**config.mk**
```make
export PLATFORM = sky130hd
export DESIGN_NAME = icache
export DESIGN_NICKNAME = d
export VERILOG_FILES = /design/src/rtl/icache_pkg.sv /design/src/rtl/icache_line_array.sv /design/src/rtl/icache.sv
export SDC_FILE = /design/constraint.sdc
export NUM_CORES = 2
export LEC_CHECK = 0
export BUFFER_PORTS_ARGS = -buffer_cell sky130_fd_sc_hd__buf_2
export CAP_MARGIN = 20
export CORE_MARGIN = 1
export CORE_UTILIZATION = 30
export CTS_CLUSTER_SIZE = 12
export DETAILED_ROUTE_END_ITERATION = 10
export SLEW_MARGIN = 20
export SYNTH_ARGS = -nofsm -noshare
export SYNTH_HDL_FRONTEND = slang
export SYNTH_SLANG_ARGS = --single-unit
```
**constraint.sdc**
```tcl
create_clock -name clk_in -period 9 [get_ports clk_in]
set_input_delay 1.35 -clock clk_in [delete_from_list [all_inputs] [get_ports clk_in]]
set_output_delay 1.35 -clock clk_in [all_outputs]
set_load 0.005 [all_outputs]
```
**src/rtl/icache_pkg.sv**
```systemverilog
// icache_pkg: shared geometry constants and FSM state encoding for the instruction cache.
//   ICACHE_INDEX_BITS : default number of index bits (2^N one-word lines)
//   ICACHE_TAG_BITS   : tag width for the default geometry (pc[17:N+2])
//   icache_state_t    : ICACHE_IDLE / ICACHE_MISS
package icache_pkg;
    localparam int ICACHE_INDEX_BITS = 6;
    localparam int ICACHE_TAG_BITS = 16 - ICACHE_INDEX_BITS;
    typedef enum logic {ICACHE_IDLE = 1'b0, ICACHE_MISS = 1'b1} icache_state_t;
endpackage

```
**src/rtl/icache_line_array.sv**
```systemverilog
// icache_line_array: valid/tag/data storage with combinational read and synchronous write.
//   clk_in, rst_in           : clock; async active-high reset clears the valid bits only
//   we, w_index, w_tag, w_data : line write port (sets valid)
//   r_index                  : line selected for reading
//   r_valid, r_tag, r_data   : contents of the selected line
import icache_pkg::*;

module icache_line_array #(
    parameter int INDEX_BITS = ICACHE_INDEX_BITS,
    parameter int TAG_BITS = 16 - INDEX_BITS
) (
    input  logic                  clk_in,
    input  logic                  rst_in,
    input  logic                  we,
    input  logic [INDEX_BITS-1:0] w_index,
    input  logic [TAG_BITS-1:0]   w_tag,
    input  logic [31:0]           w_data,
    input  logic [INDEX_BITS-1:0] r_index,
    output logic                  r_valid,
    output logic [TAG_BITS-1:0]   r_tag,
    output logic [31:0]           r_data
);
    localparam int LINES = 1 << INDEX_BITS;

    logic [LINES-1:0]    valid;
    logic [TAG_BITS-1:0] tags [LINES];
    logic [31:0]         data [LINES];

    always_ff @(posedge clk_in or posedge rst_in)
        if (rst_in) valid <= '0;
        else if (we) valid[w_index] <= 1'b1;

    // Tag/data need no reset: a line is only trusted once its valid bit is set.
    always_ff @(posedge clk_in)
        if (we) begin
            tags[w_index] <= w_tag;
            data[w_index] <= w_data;
        end

    assign r_valid = valid[r_index];
    assign r_tag = tags[r_index];
    assign r_data = data[r_index];
endmodule

```
**src/rtl/icache.sv**
```systemverilog
// icache: direct-mapped, one-word-per-line instruction cache between IF and the memory controller.
//   clk_in, rst_in, rdy_in : clock, async active-high reset, global stall (low freezes everything)
//   roll_back              : mispredict flush; cancels the pending fetch and any same-cycle request
//   fetch_start, pc        : fetch request from IF
//   finish_fetch, instruction_out, instruction_pc_out : registered one-cycle result
//   mc_fetch_start, mc_pc  : miss request held until mc_finish_fetch
//   mc_finish_fetch, mc_instruction_in : memory controller completion
import icache_pkg::*;

module icache #(
    parameter int INDEX_BITS = ICACHE_INDEX_BITS
) (
    input  logic        clk_in,
    input  logic        rst_in,
    input  logic        rdy_in,
    input  logic        roll_back,
    input  logic        fetch_start,
    input  logic [31:0] pc,
    output logic        finish_fetch,
    output logic [31:0] instruction_out,
    output logic [31:0] instruction_pc_out,
    output logic        mc_fetch_start,
    output logic [31:0] mc_pc,
    input  logic        mc_finish_fetch,
    input  logic [31:0] mc_instruction_in
);
    localparam int TAG_BITS = 16 - INDEX_BITS;

    icache_state_t       state, state_next;
    logic [31:0]         req_pc;
    logic                r_valid;
    logic [TAG_BITS-1:0] r_tag;
    logic [31:0]         r_data;
    logic                start, hit, fill;

    icache_line_array #(.INDEX_BITS(INDEX_BITS), .TAG_BITS(TAG_BITS)) lines (
        .clk_in   (clk_in),
        .rst_in   (rst_in),
        .we       (rdy_in && fill),
        .w_index  (req_pc[INDEX_BITS+1:2]),
        .w_tag    (req_pc[17:INDEX_BITS+2]),
        .w_data   (mc_instruction_in),
        .r_index  (pc[INDEX_BITS+1:2]),
        .r_valid  (r_valid),
        .r_tag    (r_tag),
        .r_data   (r_data)
    );

    // Fill happens even under roll_back: the returned word is correct for req_pc.
    always_comb begin
        start = state == ICACHE_IDLE && fetch_start && !roll_back;
        hit = r_valid && r_tag == pc[17:INDEX_BITS+2];
        fill = state == ICACHE_MISS && mc_finish_fetch;
        state_next = roll_back || fill ? ICACHE_IDLE : start && !hit ? ICACHE_MISS : state;
    end

    always_ff @(posedge clk_in or posedge rst_in)
        if (rst_in) state <= ICACHE_IDLE;
        else if (rdy_in) state <= state_next;

    always_ff @(posedge clk_in or posedge rst_in)
        if (rst_in) begin
            finish_fetch <= 1'b0;
            instruction_out <= '0;
            instruction_pc_out <= '0;
            mc_fetch_start <= 1'b0;
            mc_pc <= '0;
            req_pc <= '0;
        end else if (rdy_in) begin
            finish_fetch <= !roll_back && (fill || (start && hit));
            mc_fetch_start <= state_next == ICACHE_MISS;
            if (start) req_pc <= pc;
            if (start && !hit) mc_pc <= pc;
            if (start && hit) begin
                instruction_out <= r_data;
                instruction_pc_out <= pc;
            end
            if (fill && !roll_back) begin
                instruction_out <= mc_instruction_in;
                instruction_pc_out <= req_pc;
            end
        end
endmodule

```
==> impl_results.md <==
- Final Skew: between 0.05 and 0.06 ns
- CP cell instances: buf_8, buf_4, nor2_1, a22o_1, o41ai_1, a211o_1, o41ai_1, xor2_1, nand4_1, o31ai_4, buf_4, mux2_2
- PwrDens: 224.6 nW/µm²
- Largest net degree at the start of global routing: 142
- FMAX: about 180 MHz
- Post-CTS Hold Fix Bufs: 0
- Std cell rows: 223
- Clock Sinks: 2,882
- Layout Utilization: approximately 35%
- Area Growth Syn to Fin: 14.73%
- Pre-CTS setup slack: 2.487 ns
- Synthesis-stage register bit count: between 2,000 and 3,000
- Leading cell type in the layout, fill and taps excluded: edfxtp_1
- Most frequent cells in the layout: edfxtp_1 (2,688), mux4_2 (801), clkbuf_16 (309)
- Worst IR Drop VDD: 0.1739 mV
- Slowest CP cell: o41ai_1
- Skew-Pair Late Insertion Delay: 0.88 ns
- Pint: 22.39 mW
- Clk pwr share: around two fifths
- Clock slew at reported path FFs: 0.06 ns
- Static leakage: 40.65 nW
- Detailed-route via count: 53,960
- Setup repair bufs after CTS: 0
- Post-route DRC: 0
- FF-to-FF Start: mc_fetch_start
- Post-route ant nets: 0
- CTS H-Tree Depth: 5
- Sum of negative setup slack: 0 ns
- Total GRT Usage: 16.78%
- Hold Path End: lines.valid[18]
- WL per Instance: slightly above 30 µm
- Share of layout cells above drive strength 1: 32.83%
- Tightest Pin Transition: 1.203 ns
- Initial Utilization: a little under a third
- Clock root cell: clkbuf_16
- Slew headroom: a little under 20%
- Unique masters post-synth: 74
- Min Tclk post-route: ~5.6 ns
- Setup CP Type: in2reg
- Worst Path Required: 9.74 ns
- Post-Route WL: about 320,000 µm
- Switching part of the total: between 20% and 30%
- Max-cap violations: 0
- Final setup margin: 3.419 ns
- Detailed Routing Iterations Pass 1: 7
- FILL cells: around 34,000
- Max-slew violations: 0
- Most common flop cell mapped by yosys: edfxtp_1
- Reg2Reg Setup Slack: 4.55 ns
- Crit share post-route: 62.01%
- CP arrival: around 6.3 ns
- R2R depth: 5
- Reg-to-reg endpoint: lines.data[7][28]
- Vias in the first global route: 54,280
- Multi-input logic area: roughly 25,000 µm²
- Worst Hold Class: reg2reg
- Post-synth ARST share: 6.731%
- Core area: around 370,000 µm²
- Sequential cell area fraction in the yosys report: 76.87%
- Final #Nets: between 5,000 and 6,000
- Startpoint Class: input port
- Unrepaired setup endpoints after global routing: no
- Synth warn: 0
- Net Count, Synth: 4,886
- Post_cts resized: 0
- Iter 0 DRT Violations: 7,087
- Crit end category: register
- Psw: about 6.3 mW
- Gate Count Post-Synth: a little under 5,000
- Register area: between 80,000 and 90,000 µm²
- Post-synth EDFFs: 2,688
- Chip height: 611.2 µm
- Die width: a little over 600 µm
- IO Count: 168
- Dpl hpwl: approximately 170,000 µm
- Initial antenna violation count: 33
- RePlAce Congestion: 0.7927
- Final Cell Area: 127,700 µm²
- Comb power frac: 6.5%
- Total congestion overflow: 0
- CTS max path bufs: 4
- CTS tree: yes
- Netlist Area Pre-Place: between 100,000 and 150,000 µm²
- Hold Fails Final Rpt: 0
- DIE AREA: ~370,000 µm²
- Placed Area: ~120,000 µm²
- Hold Crit Start: lines.valid[18]
- Endpoints failing setup: 0
- Flop pwr share: around 53%
- Via density: 5.212
- Crit path largest cell delay: 0.87 ns
- Status: finished clean
- IO buf count: 167
- Crit path max fanout: 65
- First-pass GRT wire length: between 400,000 and 500,000 µm
- Syn_area_per_cell: about 23 µm²
- Hold depth: 1
- CTS buffer count: 301
[worst max path at each step]
stage	from	depth (start not counted)	slack [ns]	endpoint
after floorplan	rst_in	1	2.37	finish_fetch
after global placement	pc[2]	11	2.44	instruction_out[21]
after detailed placement	pc[2]	11	2.49	instruction_out[31]
after CTS	pc[2]	11	3.42	instruction_out[31]
after global routing	pc[2]	11	3.14	instruction_out[31]
final	pc[2]	12	3.42	instruction_out[26]
[power by group through the flow]
| stage | sequential [mW] | clock, mW | combinational [mW] |
|---|---|---|---|
| final | 15.3 | 11.5 | 1.86 |
| after global routing | 15.3 | 12.2 | 1.99 |
| after CTS | 15.3 | 11.7 | 1.89 |
| after detailed placement | 15.6 | 0 | 1.89 |
| after global placement | 15.6 | 0 | 1.85 |
| after floorplan | 15.6 | 0 | 1.02 |
[cell type report]
type | count | area share, %
multi-input combinational | 1671 | 19.28
timing repair buffer | 332 | 1.873
inverter | 11 | 0.04702
clock buffer | 439 | 6.553
antenna | 9 | 0.01763
tap | 4950 | 4.849
clock inverter | 59 | 0.3762
sequential | 2882 | 67.01
[registers in the layout (all words and copies together), names as in the netlist]
signal and cells:
finish_fetch 1, instruction_out 32, instruction_pc_out 32, lines.data 2048, lines.tags 640, lines.valid 64, mc_fetch_start 1, mc_pc 32
req_pc 32
[cells in the mapped netlist, types with 4 or more instances]
| cell type | count | area (µm²) |
|---|---|---|
| clkbuf_1 | 49 | 183.9 |
| buf_4 | 23 | 172.7 |
| a21oi_1 | 8 | 40.04 |
| clkbuf_4 | 4 | 30.03 |
| and3_1 | 9 | 56.30 |
| mux2i_1 | 104 | 1041 |
| nand2_1 | 244 | 915.9 |
| a211oi_1 | 9 | 67.56 |
| dfrtp_1 | 194 | 4855 |
| buf_6 | 36 | 405.4 |
| buf_2 | 107 | 535.5 |
| nor2b_1 | 15 | 93.84 |
| nor3_1 | 10 | 50.05 |
| nand4_1 | 16 | 100.1 |
| o21ai_0 | 17 | 85.08 |
| buf_12 | 6 | 120.1 |
| or2_2 | 66 | 412.9 |
| mux2_1 | 5 | 56.30 |
| mux2_4 | 45 | 675.7 |
| a31oi_1 | 12 | 75.07 |
| nand2b_1 | 5 | 31.28 |
| mux2_2 | 86 | 968.4 |
| a22o_1 | 5 | 43.79 |
| nor2_1 | 84 | 315.3 |
| a221oi_1 | 11 | 96.34 |
| xor2_1 | 7 | 61.31 |
| o211ai_1 | 4 | 30.03 |
| a22oi_1 | 25 | 187.7 |
| mux4_2 | 801 | 18040 |
| edfxtp_1 | 2688 | 80720 |
| inv_1 | 9 | 33.78 |
| buf_1 | 23 | 86.33 |
| nand3_1 | 17 | 85.08 |
[through the flow]
step	power, mW	hold WS (ns)	cells
detailed placement	17.48	0.4497	9843
CTS	28.90	0.4643	10340
floorplan	16.58	0.4337	4816
global route	29.48	0.4766	10350
finish	28.69	0.4626	10350
global placement	17.43	0.4461	9837
[metal layers]
| metal | global-route usage (%) | routed length, µm | vias to the layer above |
|---|---|---|---|
| met4 | 4.718 | 8512 | 24 |
| met2 | 27.80 | 155600 | 2623 |
| met3 | 3.212 | 27750 | 487 |
| met1 | 22.50 | 126200 | 29790 |
| met5 | 0 | 151 | - |
| li1 | - | - | 21040 |
[cells by family after synthesis]
logic type | Yosys count | share of synthesized area [%]
multiplexers | 1043 | 18.71
AO/OA/AOI/OAI | 128 | 0.8564
AND/OR/NAND/NOR | 490 | 2.019
XOR/XNOR | 10 | 0.08543
buffers and inverters | 263 | 1.459
flip-flops | 2882 | 76.87
[worst max-delay path, delay by kind of cell]
family,cells,cell delay (ns)
AO/OA/AOI/OAI,5,1.78
multiplexers,1,0.42
buffers and inverters,3,1.73
XOR/XNOR,1,0.29
AND/OR/NAND/NOR,2,0.53
(Power assumes the default switching activity.)
